<file path="src/rtl/level_event_detector.sv">
// Magnitude level event detector: asserts after ASSERT_N consecutive samples at or above thr_hi,
// releases after HOLD consecutive samples below thr_lo, with peak and saturating event counters.
module level_event_detector #(
  parameter int WIDTH    = 16,
  parameter int CNT_W    = 8,
  parameter int ASSERT_N = 2,
  parameter int HOLD     = 4
) (
  input  logic             clk,
  input  logic             rst_n,
  input  logic             en,
  input  logic [WIDTH-1:0] probe,
  input  logic [WIDTH-1:0] thr_hi,
  input  logic [WIDTH-1:0] thr_lo,
  input  logic             clr,
  output logic             detected,
  output logic             rise,
  output logic [WIDTH-1:0] peak,
  output logic [CNT_W-1:0] event_cnt
);
  localparam int AW = $clog2(ASSERT_N + 1);
  localparam int HW = $clog2(HOLD + 1);

  typedef enum logic [1:0] {IDLE, ARMING, DETECTED, HOLDING} state_t;

  state_t           state, state_nx;
  logic [AW-1:0]    acnt, acnt_nx;
  logic [HW-1:0]    hcnt, hcnt_nx;
  logic [WIDTH-1:0] mag;
  logic             hi, lo, fire;

  // two's-complement negate of the most negative value yields 2^(WIDTH-1), read as unsigned
  assign mag = probe[WIDTH-1] ? (~probe + WIDTH'(1)) : probe;
  assign hi  = (mag >= thr_hi);
  assign lo  = (mag <  thr_lo);

  always_ff @(posedge clk or negedge rst_n) begin
    if (!rst_n) begin
      state <= IDLE;
      acnt  <= '0;
      hcnt  <= '0;
    end else begin
      state <= state_nx;
      acnt  <= acnt_nx;
      hcnt  <= hcnt_nx;
    end
  end

  always_comb begin
    state_nx = state;
    acnt_nx  = acnt;
    hcnt_nx  = hcnt;
    if (en) begin
      case (state)
        IDLE: if (hi) begin
          if (ASSERT_N == 1) state_nx = DETECTED;
          else begin
            state_nx = ARMING;
            acnt_nx  = AW'(1);
          end
        end
        ARMING: if (hi) begin
          if (acnt + AW'(1) == AW'(ASSERT_N)) begin
            state_nx = DETECTED;
            acnt_nx  = '0;
          end else acnt_nx = acnt + AW'(1);
        end else begin
          state_nx = IDLE;
          acnt_nx  = '0;
        end
        DETECTED: if (lo) begin
          if (HOLD == 1) state_nx = IDLE;
          else begin
            state_nx = HOLDING;
            hcnt_nx  = HW'(1);
          end
        end
        HOLDING: if (!lo) begin
          state_nx = DETECTED;
          hcnt_nx  = '0;
        end else if (hcnt + HW'(1) == HW'(HOLD)) begin
          state_nx = IDLE;
          hcnt_nx  = '0;
        end else hcnt_nx = hcnt + HW'(1);
        default: begin
          state_nx = IDLE;
          acnt_nx  = '0;
          hcnt_nx  = '0;
        end
      endcase
    end
  end

  // only entries from the not-detected side count as a new event
  always_comb begin
    detected = (state == DETECTED) || (state == HOLDING);
    fire     = !detected && (state_nx == DETECTED);
  end

  always_ff @(posedge clk or negedge rst_n) begin
    if (!rst_n) begin
      rise      <= 1'b0;
      peak      <= '0;
      event_cnt <= '0;
    end else begin
      rise <= fire;
      if (clr) begin
        peak      <= '0;
        event_cnt <= '0;
      end else begin
        if (en && mag > peak) peak <= mag;
        if (fire && event_cnt != '1) event_cnt <= event_cnt + CNT_W'(1);
      end
    end
  end
endmodule

</file>
<file path="config.mk">
export PLATFORM = sky130hd
export DESIGN_NAME = level_event_detector
export DESIGN_NICKNAME = d
export VERILOG_FILES = /design/src/rtl/level_event_detector.sv
export SDC_FILE = /design/constraint.sdc
export NUM_CORES = 1
export LEC_CHECK = 0
export ABC_AREA = 0
export BUFFER_PORTS_ARGS = -buffer_cell sky130_fd_sc_hd__buf_2
export CAP_MARGIN = 20
export CORE_MARGIN = 2
export CORE_UTILIZATION = 30
export CTS_CLUSTER_DIAMETER = 80
export DETAILED_ROUTE_END_ITERATION = 12
export GPL_ROUTABILITY_DRIVEN = 0
export PLACE_DENSITY = 0.47
export SLEW_MARGIN = 15
export SYNTH_ARGS = -nofsm -noshare
export SYNTH_HDL_FRONTEND = slang
export SYNTH_SLANG_ARGS = --single-unit
export TNS_END_PERCENT = 20
</file>
<file path="constraint.sdc">
create_clock -name clk -period 2.3 [get_ports clk]
set_input_delay 0.345 -clock clk [delete_from_list [all_inputs] [get_ports clk]]
set_output_delay 0.345 -clock clk [all_outputs]
set_load 0.01 [all_outputs]
</file>
# [Word-level counts from Yosys, hierarchy flattened]
# Index checks and enable logic that the tools add are counted.
[totals] out_inout_bits=26 elab_cells=56 ff_bits=32 input_bits=52
[op_classes] n_eq_ne=9 bitwise=1 n_addsub=4 n_lt_le_gt_ge=3 n_reduce_logical=12 n_mux=21
[ops] operator="$mux 16" count=3
[ops] operator="$mux 2" count=10
[ops] operator="$add 16x1->16 const B" count=1
[ops] operator="$ge 16x16->1" count=1
[ops] operator="$gt 16x16->1" count=1
[ops] operator="$lt 16x16->1" count=1
[ops] operator="$mux 8" count=2
[ops] operator="$not 16->16" count=1
[ops] operator="$mux 3" count=3
[ops] operator="$add 8x1->8 const B" count=1
[ops] operator="$eq 2x2->1 const B" count=4
[ops] operator="$ne 8x8->1 const B" count=1
[ops] operator="$pmux 2 s4" count=1
[ops] operator="$reduce_bool 2->1" count=4
[ops] operator="$pmux 3 s2" count=1
[ops] operator="$reduce_and 3->1" count=2
[ops] operator="$ne 2x2->1 const B" count=2
[ops] operator="$pmux 2 s2" count=1
[ops] operator="$add 3x1->3 const B" count=1
[ops] operator="$eq 3x3->1 const B" count=1
[ops] operator="$logic_and 1x1->1" count=3
[ops] operator="$add 2x1->2 const B" count=1
[ops] operator="$eq 2x1->1 const B" count=1
[ops] operator="$logic_not 2->1" count=1
[ops] operator="2 further kinds" count=2

# [Depth between registers and ports, before layout]
[depth] word_depth=12 mapped_depth=13 depth_no_buf=12

# [Worst setup path before layout]
# No wires, ideal clock.
[synth_timing] path_kind="input to register" startpoint="input probe[3]" endpoint="register event_cnt[2]" cell_stages=12 setup_ps=125 setup_slack_ps=-1251 path_buffers=1 arrival_time_ps=3426 required_time_ps=2175 cell_sequence="or3_4 -> or4_4 -> o41ai_1 -> xnor2_1 -> ha_1 -> a21o_1 -> a221oi_1 -> o22ai_1 -> a31oi_1 -> clkbuf_1 -> nor2_1 -> mux2_2"
[synth_via] elab_chain_len=11 elab_cells_between_ends=15 classes_between="1 x add/sub; 2 x order compare; 1 x eq/ne; 7 x mux; 1 x bitwise; 3 x reduce/logical"
[synth_lines] item="start, declared" line="12" source="input logic [WIDTH-1:0] probe,"
[synth_lines] item="$not 16->16" line="33" source="assign mag = probe[WIDTH-1] ? (~probe + WIDTH'(1)) : probe;"
[synth_lines] item="$add 16x1->16" line="33"
[synth_lines] item="$mux 16 *" line="33"
[synth_lines] item="$lt 16x16->1 or $ge 16x16->1 (tied branches)" line="35, 34"
[synth_lines] item="$mux 2 (on tied branches)"
[synth_lines] item="$pmux 2 s4 *" line="54" source="case (state)"
[synth_lines] item="$mux 2 *" line="53" source="if (en) begin"
[synth_lines] item="$eq 2x2->1 *" line="97" source="fire = !detected && (state_nx == DETECTED);"
[synth_lines] item="$logic_and 1x1->1 *" line="97"
[synth_lines] item="$logic_and 1x1->1 *" line="112" source="if (fire && event_cnt != '1) event_cnt <= event_cnt + CNT_W'(1);"
[synth_lines] item="$reduce_bool 2->1 (no line) *"
[synth_lines] item="end signal, assigned" line="112"
[synth_lines] item="end, declared" line="19" source="output logic [CNT_W-1:0] event_cnt"
# Every way passes the cells marked *; elsewhere a longest branch is shown, timed or not.
# A chain may end at the register's enable or synchronous reset.

# [Worst setup path after layout]
[layout_timing] startpoint="input probe[3]" endpoint="register event_cnt[0]"
# Same word-level chain as after synthesis.

==> results.json <==
{
  "final.setup.worst_slack_ns": -1.00,
  "antennaDiodeCount": 0,
  "syn-mean-instance-area_um2": 8.72,
  "worst_path_dominant_cell_family": "compound AO/OA/AOI/OAI gates",
  "slew_headroom_pct": 49.2,
  "fin_worst_skew_ns": 0.00683,
  "hold_viol_final": 0,
  "cts_tree": "built",
  "path_common_cell": "sky130_fd_sc_hd__buf_4",
  "hpwlAfterDp_mm": 6.85,
  "cp.arrival_ns": 3.48,
  "status": "finished, violations left",
  "dominant_cells_by_area_after_synthesis": "sky130_fd_sc_hd__dfrtp_1, sky130_fd_sc_hd__ha_1, sky130_fd_sc_hd__inv_1",
  "criticalPathCategory": "input pin to register",
  "grt_use_met2_pct": 27.5,
  "drt-vias-per-instance": 4.79,
  "first_pass_iters": 4,
  "power.leakage_nw": 2.21,
  "r2r_cells": 9,
  "nets_in_the_synthesized_netlist": 450,
  "synth-seq-area-share_pct": 26.5,
  "clk_latency_ns": 0.28,
  "power-per-cell-area_nw_per_um2": 515,
  "routedWlPerCell_um": 13.7,
  "critical_path.startpoint_type": "input pin",
  "numClockSinks": 32,
  "cell_at_the_root_of_the_clock_tree": "sky130_fd_sc_hd__clkbuf_8",
  "peak_vdd_ir_mv": 0.444,
  "quantity_of_hold_fixing_buffers_added_after_cts": 0,
  "max_slew.worst_pin.slew_ns": 0.761,
  "netlist_instances": 347,
  "dieWidth_um": 104,
  "pre_cts_slack_ns": -1.50,
  "cp_slowest_stage_delay_ns": 0.50,
  "groute.usage.overall_pct": 15.9,
  "coreArea_um2": 9770,
  "synth_largest_area_cell": "sky130_fd_sc_hd__dfrtp_1",
  "placed_cells": 599,
  "hp-class": "input pin to async pin",
  "via_count": 2953,
  "antenna_violations_before_repair": 0,
  "synth_async_sr_flop_share_pct": 100,
  "series_of_cell_instances_along_the_critical_path": "buf_6, or3_4, or4_4, o41ai_4, xnor2_2, ha_1, a21o_1, a221oi_4, o22ai_2, a31oi_1, buf_4, buf_4, nor2_4, mux2_2",
  "min_period_over_period_pct": 143,
  "grt_overflow": 0,
  "setup.reg_to_reg.worst_slack_ns": 0.28,
  "setup_viol": 32,
  "final_antenna_net_count": 0,
  "timing.rr.end": "peak[5]$_DFFE_PN0P_",
  "fin_nets": 585,
  "failed_checks": "negative setup slack",
  "row_count": 36,
  "netlist.area_leader.share_pct": 26.5,
  "finish.cell_count_without_fillers": 616,
  "final.hold.worst_slack_ns": 0.124,
  "synth.ff_latch_count": 32,
  "max-cap-violations": 0,
  "global_route.usage.met1_pct": 21.2,
  "r2r_start": "peak[7]$_DFFE_PN0P_",
  "die_height_um": 104,
  "cts_buffer_depth": 2,
  "finalMaxSlewViolations": 0,
  "synthToLayoutAreaGrowth_pct": 43.6,
  "place.port_buffers": 77,
  "synth_warnings": 0,
  "grt_first_pass_wirelength_mm": 14.2,
  "met3_usage_pct": 2.13,
  "timing.fmax_mhz": 303,
  "finalCriticalPeriod_ns": 3.30,
  "post_route_cells_drive_above_1_share_pct": 37.5,
  "routed_wl_mm": 8.44,
  "synth_ff_type": "sky130_fd_sc_hd__dfrtp_1",
  "crit_slowest_cell": "sky130_fd_sc_hd__or4_4",
  "setup.worst_path.end_class": "register",
  "p_total_mw": 2.24,
  "io_pins": 78,
  "worst-path-buf-inv": 3,
  "floorplan.die_area_um2": 10900,
  "yosysUniqueCellTypes": 50,
  "synth_area_um2": 3030,
  "drt_drc_violations_left": 0,
  "grt.busiest_layer": "met2",
  "via_count_of_the_first_global_routing_pass": 3047,
  "synth-edff-count": 0,
  "postPlaceCellArea_um2": 4000,
  "detailedRoute.firstIterationViolations": 60,
  "rsz0062_at_grt": "yes",
  "initial_core_util_pct": 31.0,
  "clock_tree.htree_level_count": 2,
  "grt_max_degree": 33,
  "finalInstanceArea_um2": 4340,
  "cts_buffers": 5,
  "worst-path-max-fanout": 8,
  "data_required_time_at_the_worst_endpoint_ns": 2.48,
  "worst_setup_hold_path_clk_slew_ns": 0.08
}
## final cells by class
type / count / area [um2]
fillers: 1024 / 5430
multi-input cells: 256 / 2210
repair buffers: 136 / 878
flip-flops and latches: 32 / 801
inverters: 51 / 191
well taps: 133 / 166
clock buffers: 6 / 82.6
clock inverters: 2 / 15.0
## stage by stage
step           util [%]  TNS (ns)
6_report           44.4    -27.55
5_1_grt            44.4    -32.93
4_1_cts            44.0    -28.61
3_5_place_dp       41.0    -41.08
3_3_place_gp       41.0    -41.80
2_1_floorplan         -    -27.80
## power by group
part / internal, mW / switching [mW]
Clock: 0.243 / 0.235
Combinational: 0.521 / 0.524
Sequential: 0.637 / 0.0760
## layer usage
metal | wire (um) | vias to the layer above
met5 | 0 | -
met2 | 3950 | 52
met4 | 46 | 0
li1 | - | 1500
met3 | 318 | 4
met1 | 4130 | 1397
## cell usage in the layout, fill, tap and decap left out, types with 5 or more instances in the layout
cell type,n
sky130_fd_sc_hd__o21ai_0,9
sky130_fd_sc_hd__clkbuf_8,6
sky130_fd_sc_hd__inv_1,51
sky130_fd_sc_hd__nor2_1,27
sky130_fd_sc_hd__dfrtp_1,32
sky130_fd_sc_hd__nor2b_1,6
sky130_fd_sc_hd__xnor2_1,6
sky130_fd_sc_hd__xnor2_2,7
sky130_fd_sc_hd__mux2i_1,18
sky130_fd_sc_hd__nand2b_1,7
sky130_fd_sc_hd__nand2_1,11
sky130_fd_sc_hd__a21oi_1,12
sky130_fd_sc_hd__buf_6,8
sky130_fd_sc_hd__a21o_1,6
sky130_fd_sc_hd__buf_4,53
sky130_fd_sc_hd__o21a_1,5
sky130_fd_sc_hd__o211ai_1,6
sky130_fd_sc_hd__nand4_1,8
sky130_fd_sc_hd__buf_2,74
sky130_fd_sc_hd__ha_1,49
sky130_fd_sc_hd__nand3_1,6
## sequential cells by signal, indices dropped and copies added, names as in the netlist
name and cells:
rise 1, event_cnt 8, state 2, acnt 2, peak 16, hcnt 3
## worst max path at each step
stage | end | slack [ns] | start | depth (start not counted)
after global placement | event_cnt[5]$_DFFE_PN0P_ | -1.51 | probe[3] | 14
after detailed placement | event_cnt[5]$_DFFE_PN0P_ | -1.50 | probe[3] | 14
final | event_cnt[0]$_DFFE_PN0P_ | -1.00 | probe[3] | 14
after global routing | state[0]$_DFF_PN0_ | -1.16 | probe[3] | 14
after floorplan | event_cnt[2]$_DFFE_PN0P_ | -1.04 | probe[3] | 12
after CTS | event_cnt[5]$_DFFE_PN0P_ | -1.04 | probe[6] | 13
## cells by family after synthesis
| kind of cell | count (synthesis) | synth area share [%] |
|---|---|---|
| AOI/OAI and AO/OA | 74 | 17.0 |
| xor gates and xnor gates | 13 | 3.76 |
| adders and majority gates | 51 | 21.1 |
| buffers and inverters | 59 | 7.36 |
| DFF | 32 | 26.5 |
| muxes | 21 | 7.07 |
| and+or+nand+nor | 97 | 17.2 |
## synthesized netlist by cell type, types with 3 or more instances
cell type	count
sky130_fd_sc_hd__a211oi_1	5
sky130_fd_sc_hd__a21o_1	6
sky130_fd_sc_hd__a21oi_1	14
sky130_fd_sc_hd__a31oi_1	3
sky130_fd_sc_hd__and2_1	3
sky130_fd_sc_hd__and3_1	4
sky130_fd_sc_hd__clkbuf_1	6
sky130_fd_sc_hd__dfrtp_1	32
sky130_fd_sc_hd__ha_1	51
sky130_fd_sc_hd__inv_1	51
sky130_fd_sc_hd__mux2_2	3
sky130_fd_sc_hd__mux2i_1	18
sky130_fd_sc_hd__nand2_1	13
sky130_fd_sc_hd__nand2b_1	7
sky130_fd_sc_hd__nand3_1	6
sky130_fd_sc_hd__nand4_1	8
sky130_fd_sc_hd__nor2_1	31
sky130_fd_sc_hd__nor2b_1	6
sky130_fd_sc_hd__nor3_1	3
sky130_fd_sc_hd__o211ai_1	6
sky130_fd_sc_hd__o21a_1	5
sky130_fd_sc_hd__o21ai_0	14
sky130_fd_sc_hd__o31ai_1	5
sky130_fd_sc_hd__or4_1	3
sky130_fd_sc_hd__xnor2_1	13
## repair_timing
item                                    4_1_cts  5_1_grt
pin swaps                                    26        6
resized for setup                            30        7
endpoints found under the setup margin       32       32
endpoints found under the hold margin         0        0
buffers inserted                              7        2
Power figures use the tool's default switching activity.
